--- src/rtl/lock_pkg.sv ---
// Shared types and helpers for the digital-lock core.
// State encoding, BCD constants and the digit-increment helper.
package lock_pkg;

  typedef enum logic [2:0] {
    ENTRY,
    CHECK,
    OPEN,
    FAIL,
    LOCKOUT
  } state_t;

  localparam int         DIGIT_W = 4;
  localparam logic [3:0] BCD_MAX = 4'd9;

  function automatic logic [3:0] bcd_inc(input logic [3:0] d);
    return (d >= BCD_MAX) ? 4'd0 : d + 4'd1;
  endfunction

endpackage

--- src/rtl/lock_timer.sv ---
// Loadable down-counter that stops at zero.
// Ports: clk_in, rst, load, load_val, en -> count, zero.
module lock_timer #(
  parameter int W = 28
) (
  input  logic         clk_in,
  input  logic         rst,
  input  logic         load,
  input  logic [W-1:0] load_val,
  input  logic         en,
  output logic [W-1:0] count,
  output logic         zero
);

  always_ff @(posedge clk_in) begin
    if (rst)
      count <= '0;
    else if (load)
      count <= load_val;
    else if (en && count != '0)
      count <= count - W'(1);
  end

  assign zero = (count == '0);

endmodule

--- src/rtl/lock_code_entry.sv ---
// Digital-lock core: BCD code entry, check, unlock and lockout.
// Ports: clk_in, rst, inc/next/hold pulses -> status outputs.
module lock_code_entry
  import lock_pkg::*;
#(
  parameter int                         NUM_DIGITS     = 4,
  parameter logic [4*NUM_DIGITS-1:0]    CODE           = 16'h1234,
  parameter int                         MAX_FAIL       = 3,
  parameter logic [27:0]                UNLOCK_CYCLES  = 28'd100_000_000,
  parameter logic [27:0]                LOCKOUT_CYCLES = 28'd200_000_000
) (
  input  logic       clk_in,
  input  logic       rst,
  input  logic       inc_pulse,
  input  logic       next_pulse,
  input  logic       hold_pulse,
  output logic       unlocked,
  output logic       locked_out,
  output logic       err_pulse,
  output logic [2:0] digit_idx,
  output logic [3:0] cur_digit,
  output logic [3:0] fail_cnt
);

  localparam int          BW         = DIGIT_W * NUM_DIGITS;
  localparam logic [2:0]  LAST_IDX   = 3'(NUM_DIGITS - 1);
  localparam logic [27:0] UNLOCK_LD  = UNLOCK_CYCLES - 28'd1;
  localparam logic [27:0] LOCKOUT_LD = LOCKOUT_CYCLES - 28'd1;
  localparam logic [3:0]  FAIL_LIM   = 4'(MAX_FAIL);

  state_t        state, state_n;
  logic [BW-1:0] code_buf, code_buf_n;
  logic [2:0]    idx_n;
  logic [3:0]    cur_n;
  logic [3:0]    fail_n;
  logic          t_load;
  logic [27:0]   t_val;
  logic          t_en;
  logic          t_zero;
  logic [27:0]   t_count;

  lock_timer #(.W(28)) u_timer (
    .clk_in   (clk_in),
    .rst      (rst),
    .load     (t_load),
    .load_val (t_val),
    .en       (t_en),
    .count    (t_count),
    .zero     (t_zero)
  );

  always_comb begin
    state_n    = state;
    code_buf_n = code_buf;
    idx_n      = digit_idx;
    cur_n      = cur_digit;
    fail_n     = fail_cnt;
    t_load     = 1'b0;
    t_val      = UNLOCK_LD;
    t_en       = 1'b0;
    unique case (state)
      ENTRY: begin
        if (hold_pulse) begin
          code_buf_n = '0;
          idx_n      = '0;
          cur_n      = '0;
        end else if (next_pulse) begin
          for (int i = 0; i < NUM_DIGITS; i++)
            if (digit_idx == 3'(i))
              code_buf_n[(NUM_DIGITS-1-i)*DIGIT_W +: DIGIT_W] = cur_digit;
          if (digit_idx == LAST_IDX) begin
            state_n = CHECK;
          end else begin
            idx_n = digit_idx + 3'd1;
            cur_n = '0;
          end
        end else if (inc_pulse) begin
          cur_n = bcd_inc(cur_digit);
        end
      end
      CHECK: begin
        if (code_buf == CODE) begin
          state_n = OPEN;
          fail_n  = '0;
          t_load  = 1'b1;
          t_val   = UNLOCK_LD;
        end else begin
          fail_n = (fail_cnt == 4'hf) ? 4'hf : fail_cnt + 4'd1;
          if (fail_n == FAIL_LIM) begin
            state_n = LOCKOUT;
            t_load  = 1'b1;
            t_val   = LOCKOUT_LD;
          end else begin
            state_n = FAIL;
          end
        end
      end
      OPEN: begin
        t_en = 1'b1;
        if (t_zero || hold_pulse) begin
          state_n    = ENTRY;
          code_buf_n = '0;
          idx_n      = '0;
          cur_n      = '0;
        end
      end
      FAIL: begin
        state_n    = ENTRY;
        code_buf_n = '0;
        idx_n      = '0;
        cur_n      = '0;
      end
      LOCKOUT: begin
        t_en = 1'b1;
        if (t_zero) begin
          state_n    = ENTRY;
          fail_n     = '0;
          code_buf_n = '0;
          idx_n      = '0;
          cur_n      = '0;
        end
      end
      default: state_n = ENTRY;
    endcase
  end

  // Outputs are registered from the next state so they line up
  // with the cycle the FSM actually spends in that state.
  always_ff @(posedge clk_in) begin
    if (rst) begin
      state      <= ENTRY;
      code_buf   <= '0;
      digit_idx  <= '0;
      cur_digit  <= '0;
      fail_cnt   <= '0;
      unlocked   <= 1'b0;
      locked_out <= 1'b0;
      err_pulse  <= 1'b0;
    end else begin
      state      <= state_n;
      code_buf   <= code_buf_n;
      digit_idx  <= idx_n;
      cur_digit  <= cur_n;
      fail_cnt   <= fail_n;
      unlocked   <= (state_n == OPEN);
      locked_out <= (state_n == LOCKOUT);
      err_pulse  <= (state_n == FAIL) ||
                    (state == CHECK && state_n == LOCKOUT);
    end
  end

endmodule
--- config.mk ---
export PLATFORM = sky130hd
export DESIGN_NAME = lock_code_entry
export DESIGN_NICKNAME = d
export VERILOG_FILES = /design/src/rtl/lock_pkg.sv /design/src/rtl/lock_timer.sv /design/src/rtl/lock_code_entry.sv
export SDC_FILE = /design/constraint.sdc
export NUM_CORES = 1
export LEC_CHECK = 0
export ABC_AREA = 1
export BUFFER_PORTS_ARGS = -buffer_cell sky130_fd_sc_hd__buf_2
export CAP_MARGIN = 20
export CORE_ASPECT_RATIO = 0.5
export CORE_MARGIN = 2
export CORE_UTILIZATION = 60
export CTS_BUF_LIST = sky130_fd_sc_hd__clkbuf_2
export CTS_CLUSTER_DIAMETER = 50
export CTS_CLUSTER_SIZE = 30
export DETAILED_ROUTE_END_ITERATION = 6
export GPL_TIMING_DRIVEN = 0
export PLACE_DENSITY = 0.75
export SETUP_SLACK_MARGIN = 0.1
export SYNTH_ARGS = -nofsm -noshare
export SYNTH_HDL_FRONTEND = slang
export SYNTH_SLANG_ARGS = --single-unit
--- constraint.sdc ---
create_clock -name clk_in -period 3.6 [get_ports clk_in]
set_input_delay 0 -clock clk_in [delete_from_list [all_inputs] [get_ports clk_in]]
set_output_delay 0 -clock clk_in [all_outputs]
set_load 0.01 [all_outputs]
Word level (Yosys, flattened, before mapping)

Cells that the tools add are included.

Bits in writable memories: 0
Latch bits: 0
Bits in read-only memories: 0
Register bits: 61
Memories: 0
Input bits: 5
Logic and storage cells: 102

Add/subtract/negate cells: 4
Muxes and demuxes: 43
Multipliers: 0
Reductions and logical operators: 19
$lt $le $gt $ge: 1
Shift operators: 0
Equality and inequality tests: 23
Bitwise logic cells: 0
Divide/modulo/power cells: 0

Operators with widths:

| cell                                                     | number |
|---|---|
| two-way mux 28 bit                                       | 5 |
| two-way mux 16 bit                                       | 4 |
| case mux 16 bit (4 select lines)                         | 1 |
| two-way mux 4 bit                                        | 13 |
| two-way mux 3 bit                                        | 12 |
| AND reduction 5 bit                                      | 6 |
| zero test 28 bit                                         | 1 |
| nonzero test 28 bit                                      | 1 |
| subtractor 28 x 1 -> 28 bit, second input constant       | 1 |
| case mux 3 bit (4 select lines)                          | 2 |
| == test 3 x 2 -> 1 bit, second input constant            | 6 |
| != test 3 bit, second input constant                     | 6 |
| == test 16 x 13 -> 1 bit, second input constant          | 1 |
| case mux 4 bit (4 select lines)                          | 1 |
| adder 4 x 1 -> 4 bit, second input constant              | 2 |
| != test 4 bit, second input constant                     | 2 |
| case mux 4 bit (2 select lines)                          | 1 |
| == test 3 x 1 -> 1 bit, second input constant            | 2 |
| == test 3 bit, second input constant                     | 2 |
| zero test 3 bit                                          | 2 |
| == test 4 x 2 -> 1 bit, second input constant            | 1 |
| == test 4 bit, second input constant                     | 1 |
| greater-or-equal comparator 4 bit, second input constant | 1 |
| two-way mux 1 bit                                        | 4 |
| other kinds (8)                                          | 12 |

Longest topological paths before layout

Gate-level depths: netlist of run 1.

Word-level depth: 9
Gate-level depth with buffers: 14

Hierarchy

Synthesis of run 1 repeated with hierarchy kept, for this count alone.

Cells, all modules: 678
Area, all modules: 4,070.2 um2

Modules (own cells, without submodules):

| module          | instances | cells an instance | area each (um2) |
|---|---|---|---|
| lock_timer      | 1         | 388               | 2,165.8 |
| lock_code_entry | 1         | 290               | 1,904.3 |

Least setup slack after synthesis of run 1

No wires, ideal clock.

Kind: reg-to-reg
From: register fail_cnt[0]
To: register u_timer.count[18]
Setup slack: 1.799 ns
Cell stages (with the launch flop): 14
Data arrival time: 1.684 ns
Library setup time: 0.117 ns
Cells stage by stage: dfxtp_1 > ha_1 > nand3_1 > nand2_1 > nand2_1 > nor2_1 > nand2_2 > nand2_2 > nand2_4 > nand2_4 > inv_6 > buf_6 > nor2_1 > nor2_1

Cells in the longest elaborated chain, start to end: 7
Elaborated cells on any way between the ends: 12
Classes of those cells: add/sub: 1; eq/ne: 2; mux: 8; reduce/logical: 1

RTL lines:

| item                                                     | line                   | RTL |
|---|---|---|
| from (decl)                                              | lock_code_entry.sv:22  | `output logic [3:0] fail_cnt` |
| from (signal assigned)                                   | lock_code_entry.sv:144 | `fail_cnt <= fail_n;` |
| adder 4 x 1 -> 4 bit or == test 4 bit (tied branches)    | lock_code_entry.sv:88  | `fail_n = (fail_cnt == 4'hf) ? 4'hf : fail_cnt + 4'd1;` |
| two-way mux 4 bit *                                      | lock_code_entry.sv:88  |  |
| == test 4 x 2 -> 1 bit *                                 | lock_code_entry.sv:89  | `if (fail_n == FAIL_LIM) begin` |
| two-way mux 28 bit or two-way mux 1 bit (tied branches)  | lock_code_entry.sv:89  |  |
| two-way mux 28 bit or two-way mux 1 bit (tied branches)  | lock_code_entry.sv:82  | `if (code_buf == CODE) begin` |
| two-way mux 28 bit or two-way mux 1 bit (tied branches)  | lock_code_entry.sv:61  | `unique case (state)` |
| two-way mux 28 bit or nonzero test 2 bit (tied branches) | --                     |  |
| to (signal assigned)                                     | lock_timer.sv:19       | `count <= load_val;` |
| to (signal assigned)                                     | lock_timer.sv:21       | `count <= count - W'(1);` |
| to (decl)                                                | lock_timer.sv:11       | `output logic [W-1:0] count,` |

Mark *: on every way between the ends. The rest lies on a longest branch, timed or not.
A chain may end at the register's enable or synchronous reset.

Worst setup path after layout of run 1

From: register u_timer.count[0]
To: register digit_idx[2]

Cells in the longest elaborated chain, start to end: 4
Elaborated cells on any way between the ends: 5
Classes of those cells: eq/ne: 2; reduce/logical: 3

RTL lines:

| item                                   | line                   | RTL |
|---|---|---|
| zero test 28 bit *                     | lock_timer.sv:24       | `assign zero = (count == '0);` |
| logical OR 1 bit                       | lock_code_entry.sv:100 | `if (t_zero \|\| hold_pulse) begin` |
| != test 2 bit (no source line)         | --                     |  |
| AND reduction 5 bit (no source line) * | --                     |  |
| to (signal assigned)                   | lock_code_entry.sv:142 | `digit_idx <= idx_n;` |
| to (decl)                              | lock_code_entry.sv:20  | `output logic [2:0] digit_idx,` |

Marked as above.

==> impl_metrics.tcl, run 1 <==
set metrics [dict create \
    status "finished clean" \
    vias 3696 \
    ff2ff_path_depth 11 \
    synth_area_mm2 0.00377 \
    syn-num-nets 609 \
    numCtsBuffers 9 \
    hpwlAfterDp_mm 6.78 \
    cpPeakStageDelay_ns 0.34 \
    rsz0062_at_grt "no" \
    clkLatencyLatePin_ns 0.57 \
    setup_tns_ns 0 \
    syn_avg_cell_area_um2 6.34 \
    cellLeakagePower_nw 2.13 \
    gr-total-overflow 0 \
    synthDistinctLibCells 29 \
    post_drt_wl_per_cell_um 12.8 \
    drv_cap 0 \
    crit_path_top_delay_cell "dfxtp_1" \
    grt_util_all_layers_pct 29.1 \
    final_net_count 640 \
    final_common_cell "nand2_1" \
    numClockSinks 61 \
    dr.pass1.iters 5 \
    min_to "cur_digit[3]" \
    post_cts_buffers 0 \
    cp-startpoint "u_timer.count[0]" \
    gp_congestion 0.968 \
    worst_pin_slew_ns 0.655 \
    endpoint_kind "flop" \
    hold_viol 0 \
    core_area_mm2 0.00606 \
    synthArstFlopShare_pct 0 \
    rows 20 \
    cp.arrival_ns 2.59 \
    period_needed_ns 2.10 \
    fill_cells 603 \
    cts_tree "yes" \
    synthCells 594 \
    r2r-end "digit_idx[2]" \
    clk_pin_slew_ns 0.19 \
    grt_max_degree 12 \
    min_from "inc_pulse" \
    hp-class "in2reg" \
    r2r_setup_slack_ns 1.50 \
    final_cell_mix "nand2_1 (150), nor2_1 (100), inv_1 (73)" \
    vias_per_cell 5.15 \
    peakVddDrop_v 0.000158 \
    die_x_um 116 \
    port_buffers 17 \
    power_density_mw_per_mm2 312 \
    area_growth_pct 8.93 \
    worstSetupPathDepth 11 \
    synth_seq_area_share_pct 32.4 \
    fp.dieH_um 60.0 \
    worstSetupPathType "reg2reg" \
    synth_ff_type "dfxtp_1" \
    period_share_pct 58.2 \
    max_freq_mhz 477 \
    antenna_found_initial 0 \
    setup_viol 0 \
    worst-path-buf-inv 1 \
    slew_viol_final 0 \
    die_area_mm2 0.00697 \
    wl_mm 9.17 \
    dp_slack_ns 1.52 \
    grt_pass1_vias 3197 \
    drive_above_1_share_pct 10.8 \
    yosys_warnings 0 \
    path_max_fanout 6 \
    crit_family "simple AND/OR/NAND/NOR gates" \
    fin_skew_ns 0.0326 \
    hold_depth 6 \
    diodes 0 \
    postRouteAntennaNets 0 \
    cts_buffer_depth 2 \
    relSlewSlack_pct 56.3 \
    root_buffer "clkbuf_2" \
    ys_ff_latch 61 \
    grt_pass1_wl_mm 15.1 \
    required_ns 4.09 \
    timing.rr.start "u_timer.count[0]" \
    drc 0 \
    startpoint_type "flop" \
    htree_levels 3 \
    cpMostUsedCell "nand2_1" \
    drtIter0Drc 302 \
    initial_utilization_pct 62.2 \
    ios 19 \
    path_cells "inv_1 > ha_1 > nand3_1 > nor2_2 > nand4_2 > nand2_1 > nand2_2 > nor2_2 > nand2_1 > nand2_1 > nor2_1" \
    synth_edf_count 0 \
    setup_ws_ns 1.50 \
]
[state kept, by name, indices dropped and copies added, names as in the netlist]
| signal | cells |
|---|---|
| unlocked | 1 |
| locked_out | 1 |
| u_timer.count | 28 |
| code_buf | 16 |
| cur_digit | 4 |
| digit_idx | 3 |
| state | 3 |
| fail_cnt | 4 |
| err_pulse | 1 |
[layer usage]
layer	part of all wire (%)	up-vias	global-route usage, %
li1	-	1963	-
met1	50	1646	38.2
met2	43	71	45.9
met3	5.8	16	9.23
met4	1.1	0	9.52
met5	0	-	0
[layout make-up]
cell class	count	area (µm²)	area share [%]
Buffer	13	68.8	1.68
Clock buffer	9	45.0	1.10
Clock inverter	7	66.3	1.62
Inverter	76	290	7.07
Multi-Input combinational cell	444	2190	53.3
Sequential cell	61	1220	29.8
Tap cell	88	110	2.68
Timing Repair Buffer	20	115	2.80
[logic make-up (layout without fill, tap and decap cells)]
logic type / count (synthesis) / after routing / share of synthesized area [%]
AO/OA/AOI/OAI: 77 / 77 / 11.2
XOR/XNOR: 16 / 16 / 3.72
adder cells (fa/ha/maj): 10 / 10 / 3.32
buffers and inverters: 89 / 125 / 9.53
flip-flops: 61 / 61 / 32.4
AND/OR/NAND/NOR: 341 / 341 / 39.8
[stage by stage]
stage          hold slack (ns)  utilization [%]  area [µm²]  power [mW]  cells
2_1_floorplan            0.204                -        3770       0.818    594
3_3_place_gp             0.392             65.4        3960       0.851    699
3_5_place_dp             0.397             65.4        3960       0.853    699
4_1_cts                 0.0129             67.8        4100        1.28    718
5_1_grt                 0.0860             67.8        4100        1.34    718
6_report                0.0124             67.8        4100        1.28    718
[cells in the mapped netlist (all sizes together), types with 5 or more instances]
library cell | n | area [µm²]
nand2 | 161 | 652
nor2 | 105 | 412
inv | 76 | 290
dfxtp | 61 | 1220
a21oi | 49 | 268
nand3 | 46 | 245
o21ai | 25 | 133
nand4 | 21 | 138
ha | 10 | 125
xnor2 | 9 | 78.8
buf | 8 | 50.1
xor2 | 7 | 61.3
clkbuf | 5 | 18.8
[where the power goes]
part | leakage [nW] | switching (mW) | internal, mW
Clock | 0.0630 | 0.281 | 0.155
Combinational | 1.58 | 0.0893 | 0.0471
Sequential | 0.494 | 0.0122 | 0.694
Total | 2.13 | 0.383 | 0.896
[timing repair]
item	CTS	global route
resized for setup	0	0
endpoints found under the hold margin	18	0
hold buffers	3	0
[how the worst max path moves through the flow]
stage                        endpoint  slack [ns]
floorplan           u_timer.count[18]        1.80
global placement         digit_idx[1]        1.52
detailed placement       digit_idx[0]        1.52
CTS                      digit_idx[0]        1.51
global route             digit_idx[2]        1.24
finish                   digit_idx[2]        1.50
[worst min-delay path: stages]
cell and delay, ns:
buf_2 0.07, o21ai_0 0.07, inv_1 0.05, nand2_1 0.13, o21bai_1 0.18, a21oi_1 0.06
No activity file was read; power rests on OpenSTA's default activity.
==> run 2, diff against run 1 <==
--- a/config.mk
+++ b/config.mk
@@ -10,13 +10,13 @@
 export CAP_MARGIN = 20
 export CORE_ASPECT_RATIO = 0.5
 export CORE_MARGIN = 2
-export CORE_UTILIZATION = 60
+export CORE_UTILIZATION = 58
 export CTS_BUF_LIST = sky130_fd_sc_hd__clkbuf_2
 export CTS_CLUSTER_DIAMETER = 50
 export CTS_CLUSTER_SIZE = 30
 export DETAILED_ROUTE_END_ITERATION = 6
 export GPL_TIMING_DRIVEN = 0
-export PLACE_DENSITY = 0.75
+export PLACE_DENSITY = 0.76
 export SETUP_SLACK_MARGIN = 0.1
 export SYNTH_ARGS = -nofsm -noshare
 export SYNTH_HDL_FRONTEND = slang
==> constraint.sdc (replaced) <==
create_clock -name clk_in -period 1.8 [get_ports clk_in]
set_input_delay 0 -clock clk_in [delete_from_list [all_inputs] [get_ports clk_in]]
set_output_delay 0 -clock clk_in [all_outputs]
set_load 0.01 [all_outputs]
==> run 2 against run 1 <==
Compared with the run above: total power rose by 130%; final cell count rose by 4.5%; via count rose by 14%; first-iteration DRC count rose by 13%; fmax rose by 19%; worst setup slack got worse by 1.5 ns; routed wire length rose by 22%; core utilization rose by 13 points; clock skew fell by 0.0052 ns; sequential share of layout area fell by 4.3 points; critical path type unchanged.
==> impl_metrics.tcl, run 2 (synthesized netlist as in run 1, its figures left out) <==
set metrics [dict create \
    core_area_mm2 0.00618 \
    crit_family "simple AND/OR/NAND/NOR gates" \
    cp.arrival_ns 2.27 \
    stdcell_count 750 \
    crit_path_top_delay_cell "dfxtp_4" \
    port_buffers 17 \
    initial_utilization_pct 61.0 \
    rows 20 \
    slew_viol_final 0 \
    worst_pin_slew_ns 0.701 \
    dp_cells 699 \
    ios 19 \
    diodes 0 \
    wl_mm 11.1 \
    final_common_cell "nand2_1" \
    endpoint_kind "flop" \
    status "finished clean" \
    rsz0062_at_grt "yes" \
    cts_buffer_depth 2 \
    hpwlAfterDp_mm 6.76 \
    r2r-end "u_timer.count[17]" \
    period_needed_ns 1.77 \
    grt_util_all_layers_pct 28.5 \
    largestRegisters "u_timer.count (28), code_buf (16)" \
    path_max_fanout 6 \
    startpoint_type "flop" \
    setup_ws_ns 0.0316 \
    cpPeakStageDelay_ns 0.39 \
    ff2ff_path_depth 9 \
    drc 0 \
    vias_per_cell 5.60 \
    period_share_pct 98.2 \
    path_cells "ha_4 > inv_1 > o21ai_0 > nand3_1 > nor2_1 > nand3_2 > nand2_1 > nand3_2 > a21oi_2" \
    clkPwrFrac_pct 39.6 \
    gp_congestion 0.942 \
    fin_util_pct 80.7 \
    switching_power_mw 0.785 \
    dp_slack_ns -0.302 \
    worst-path-buf-inv 1 \
    post_drt_wl_per_cell_um 14.9 \
    clkLatencyLatePin_ns 0.56 \
    final_cell_mix "nand2_1 (128), nor2_1 (70), inv_1 (67)" \
    cellLeakagePower_nw 2.47 \
    r2r_setup_slack_ns 0.03 \
    finalPower_mw 2.88 \
    internal_power_mw 2.09 \
    p_sw_share_pct 27.3 \
    max_freq_mhz 565 \
    die_x_um 118 \
    drive_above_1_share_pct 31.6 \
    vias 4203 \
    dr.pass1.iters 6 \
    cp-startpoint "fail_cnt[1]" \
    power_frac_comb_pct 11.6 \
    hp-class "in2reg" \
    placed_area_mm2 0.00398 \
    setup_tns_ns 0 \
    clk_pin_slew_ns 0.19 \
    gr-total-overflow 0 \
    grt_max_degree 11 \
    htree_levels 3 \
    drv_cap 0 \
    endpoint "u_timer.count[17]" \
    fin_skew_ns 0.0273 \
    largest_reg_flops 28 \
    grt_pass1_vias 3475 \
    relSlewSlack_pct 53.2 \
    power.share.sequential_pct 48.8 \
    numClockSinks 61 \
    cpMostUsedCell "nand3_2" \
    timing.rr.start "fail_cnt[1]" \
    antenna_found_initial 0 \
    fp.dieH_um 61.0 \
    required_ns 2.30 \
    worstSetupPathDepth 9 \
    setup_viol 0 \
    fin_area_mm2 0.00499 \
    grt_pass1_wl_mm 15.9 \
    postRouteAntennaNets 0 \
    numCtsBuffers 9 \
    regMostFlops "u_timer.count" \
    die_area_mm2 0.00720 \
    worstSetupPathType "reg2reg" \
    power_density_mw_per_mm2 577 \
    final_net_count 673 \
    drtIter0Drc 341 \
    area_growth_pct 32.4 \
    hold_viol 0 \
    timing.hold.ws_ns 0.279 \
    cts_tree "yes" \
    peakVddDrop_v 0.000673 \
    root_buffer "clkbuf_2" \
]
-- run 2: layer usage --
| metal | track usage, % | wire length [µm] | part of all wire [%] |
|---|---|---|---|
| met2 | 51.7 | 5360 | 48 |
| met3 | 7.14 | 813 | 7.3 |
| met5 | 0 | 0 | 0 |
| met1 | 34.7 | 4600 | 41 |
| met4 | 8.43 | 369 | 3.3 |
-- run 2: worst min-delay path, delay by kind of cell --
family                 cells  cell delay, ns
buffers and inverters      2            0.66
AND/OR/NAND/NOR            1            0.09
AO/OA/AOI/OAI              1            0.07
-- run 2: power groups by stage --
stage	clock (mW)	sequential [mW]	combinational, mW
detailed placement	0	1.44	0.264
CTS	1.13	1.41	0.283
floorplan	0	1.44	0.195
global route	1.19	1.41	0.373
global placement	0	1.44	0.259
finish	1.14	1.40	0.334
-- run 2: cell type report --
| class | instances | area (µm²) |
|---|---|---|
| flip-flops and latches | 61 | 1270 |
| inverters | 76 | 298 |
| repair buffers | 53 | 407 |
| well taps | 88 | 110 |
| multi-input cells | 444 | 2660 |
| fillers | 440 | 1190 |
| clock buffers | 10 | 50.0 |
| clock inverters | 5 | 100 |
| plain buffers | 13 | 90.1 |
-- run 2: what timing repair did --
| action | 4_1_cts | 5_1_grt |
|---|---|---|
| cloned | 1 | 1 |
| endpoints found under the setup margin | 57 | 58 |
| hold endpoints to repair | 21 | 0 |
| hold buffers | 4 | 0 |
| pin swaps | 6 | 41 |
| buffers inserted | 12 | 18 |
| gates resized for setup | 43 | 132 |
-- run 2: worst min-delay path by stage --
stage          depth (start not counted)        to        from  slack [ns]
5_1_grt                                4  state[0]  next_pulse        0.28
6_report                               4  state[0]  next_pulse        0.28
3_3_place_gp                           3  state[0]  next_pulse        0.38
4_1_cts                                4  state[0]  next_pulse        0.32
3_5_place_dp                           3  state[0]  next_pulse        0.38
2_1_floorplan                          2  state[0]  next_pulse        0.20
==> run 3, diff against run 2 <==
--- a/config.mk
+++ b/config.mk
@@ -10,13 +10,13 @@
 export CAP_MARGIN = 20
 export CORE_ASPECT_RATIO = 0.5
 export CORE_MARGIN = 2
-export CORE_UTILIZATION = 58
+export CORE_UTILIZATION = 60
 export CTS_BUF_LIST = sky130_fd_sc_hd__clkbuf_2
 export CTS_CLUSTER_DIAMETER = 50
 export CTS_CLUSTER_SIZE = 30
 export DETAILED_ROUTE_END_ITERATION = 6
 export GPL_TIMING_DRIVEN = 0
-export PLACE_DENSITY = 0.76
+export PLACE_DENSITY = 0.75
 export SETUP_SLACK_MARGIN = 0.1
 export SYNTH_ARGS = -nofsm -noshare
 export SYNTH_HDL_FRONTEND = slang
==> constraint.sdc (replaced) <==
create_clock -name clk_in -period 1.7 [get_ports clk_in]
set_input_delay 0 -clock clk_in [delete_from_list [all_inputs] [get_ports clk_in]]
set_output_delay 0 -clock clk_in [all_outputs]
set_load 0.01 [all_outputs]
==> run 3 against run 2 <==
Compared with the run above: the flow now finishes with violations (setup timing); via count rose by 3.0%; sequential share of layout area shrank 0.74 points; critical path depth unchanged; combinational power up 5%; critical endpoint is now u_timer.count[12]; largest power group unchanged; highest routed layer unchanged.
==> impl_metrics.tcl, run 3 (synthesized netlist as in run 1, its figures left out) <==
set metrics [dict create \
    die_x_um 116 \
    final_net_count 679 \
    path_max_fanout 10 \
    period_share_pct 105 \
    cp.arrival_ns 2.26 \
    regArea_mm2 0.00126 \
    final_common_cell "nand2_1" \
    setup_tns_ns -0.906 \
    port_buffers 17 \
    rsz0062_at_grt "yes" \
    grt_pass1_wl_mm 17.1 \
    worstSetupPathType "reg2reg" \
    required_ns 2.17 \
    root_buffer "clkbuf_2" \
    relSlewSlack_pct 54.2 \
    worst_pin_slew_ns 0.687 \
    period_needed_ns 1.79 \
    gr-total-overflow 0 \
    regMostFlops "u_timer.count" \
    vias 4331 \
    grt_max_degree 11 \
    ios 19 \
    drc 0 \
    dr.pass1.iters 5 \
    cts_buffer_depth 2 \
    hold_viol 0 \
    placed_area_mm2 0.00400 \
    fp.dieH_um 60.0 \
    clkLatencyLatePin_ns 0.57 \
    die_area_mm2 0.00697 \
    htree_levels 3 \
    antenna_found_initial 0 \
    initial_utilization_pct 62.2 \
    multiInputGateArea_mm2 0.00270 \
    hp-class "in2reg" \
    cpMostUsedCell "inv_1" \
    clk_pin_slew_ns 0.19 \
    max_freq_mhz 558 \
    startpoint_type "flop" \
    setup_ws_ns -0.0913 \
    dp_slack_ns -0.299 \
    fin_area_mm2 0.00511 \
    largest_reg_flops 28 \
    rows 20 \
    cts_tree "yes" \
    final_cell_mix "nand2_1 (122), nor2_1 (72), inv_1 (66)" \
    numClockSinks 61 \
    grt_pass1_vias 3673 \
    cpPeakStageDelay_ns 0.38 \
    post_drt_wl_per_cell_um 16.0 \
    setup_viol 27 \
    power.share.sequential_pct 49.1 \
    grt_util_all_layers_pct 32.7 \
    wl_mm 12.1 \
    postRouteAntennaNets 0 \
    switching_power_mw 0.828 \
    power_density_mw_per_mm2 593 \
    largestRegisters "u_timer.count (28), code_buf (16)" \
    power_frac_comb_pct 11.5 \
    peakVddDrop_v 0.000629 \
    path_cells "inv_1 > nor2_1 > nand2_1 > nand2_2 > inv_1 > nor2_4 > buf_4 > nand3_1 > a21oi_1" \
    status "complete, but fails checks" \
    fin_skew_ns 0.0342 \
    slew_viol_final 0 \
    internal_power_mw 2.20 \
    cellLeakagePower_nw 2.56 \
    area_growth_pct 35.7 \
    clkPwrFrac_pct 39.4 \
    p_sw_share_pct 27.3 \
    drive_above_1_share_pct 32.8 \
    gp_congestion 0.904 \
    crit_path_top_delay_cell "dfxtp_2" \
    vias_per_cell 5.72 \
    fill_cells 384 \
    violations "setup timing" \
    drtIter0Drc 439 \
    numCtsBuffers 9 \
    endpoint_kind "flop" \
    hpwlAfterDp_mm 6.90 \
    core_area_mm2 0.00606 \
    drv_cap 0 \
]
-- run 3: layout make-up --
cell class              instances  area share, %
well taps                      88           2.15
flip-flops and latches         61           24.7
clock buffers                   9          0.881
plain buffers                  13           1.91
repair buffers                 59           9.60
inverters                      76           5.83
multi-input cells             444           52.8
diodes                          1         0.0490
clock inverters                 6           2.01
-- run 3: critical path, delay by kind of cell (launching register included) --
kind	cells	cell delay, ns
compound gates	1	0.16
buf+inv	3	0.39
flops	1	0.38
simple gates	5	0.75
-- run 3: what timing repair did --
action / in CTS / in global routing
setup endpoints to repair: 60 / 58
setup buffers: 19 / 16
gates cloned: 2 / 1
hold endpoints to repair: 23 / 0
hold buffers: 4 / 0
pin swaps: 36 / 33
resized for setup: 94 / 87
-- run 3: worst paths after layout --
path,start,endpoint,slack (ns),cells after the start
setup reg to reg,state[1],u_timer.count[12],-0.09,9
setup / recovery,state[1],u_timer.count[12],-0.09,9
hold reg to reg,code_buf[4],code_buf[4],0.48,2
hold / removal,next_pulse,state[0],0.31,4
-- run 3: stage by stage --
| step | hold slack (ns) | instances | power, mW | utilization [%] |
|---|---|---|---|---|
| floorplan | 0.204 | 594 | 1.73 | - |
| global placement | 0.394 | 699 | 1.80 | 66.1 |
| detailed placement | 0.394 | 699 | 1.80 | 66.1 |
| CTS | 0.307 | 739 | 3.00 | 77.8 |
| global route | 0.326 | 756 | 3.13 | 84.4 |
| finish | 0.315 | 757 | 3.03 | 84.4 |
-- run 3: routing by layer --
layer,vias up,global-route usage [%],share of wire (%)
li1,2042,-,-
met1,1997,41.4,41
met2,231,55.3,47
met3,61,8.72,8.5
met4,0,10.4,3.8
met5,-,0,0
-- run 3: power by group through the flow --
stage / Clock [mW] / Combinational (mW) / Sequential (mW)
floorplan: 0 / 0.209 / 1.52
global placement: 0 / 0.279 / 1.52
detailed placement: 0 / 0.282 / 1.52
CTS: 1.20 / 0.311 / 1.49
global route: 1.24 / 0.394 / 1.49
finish: 1.19 / 0.350 / 1.49
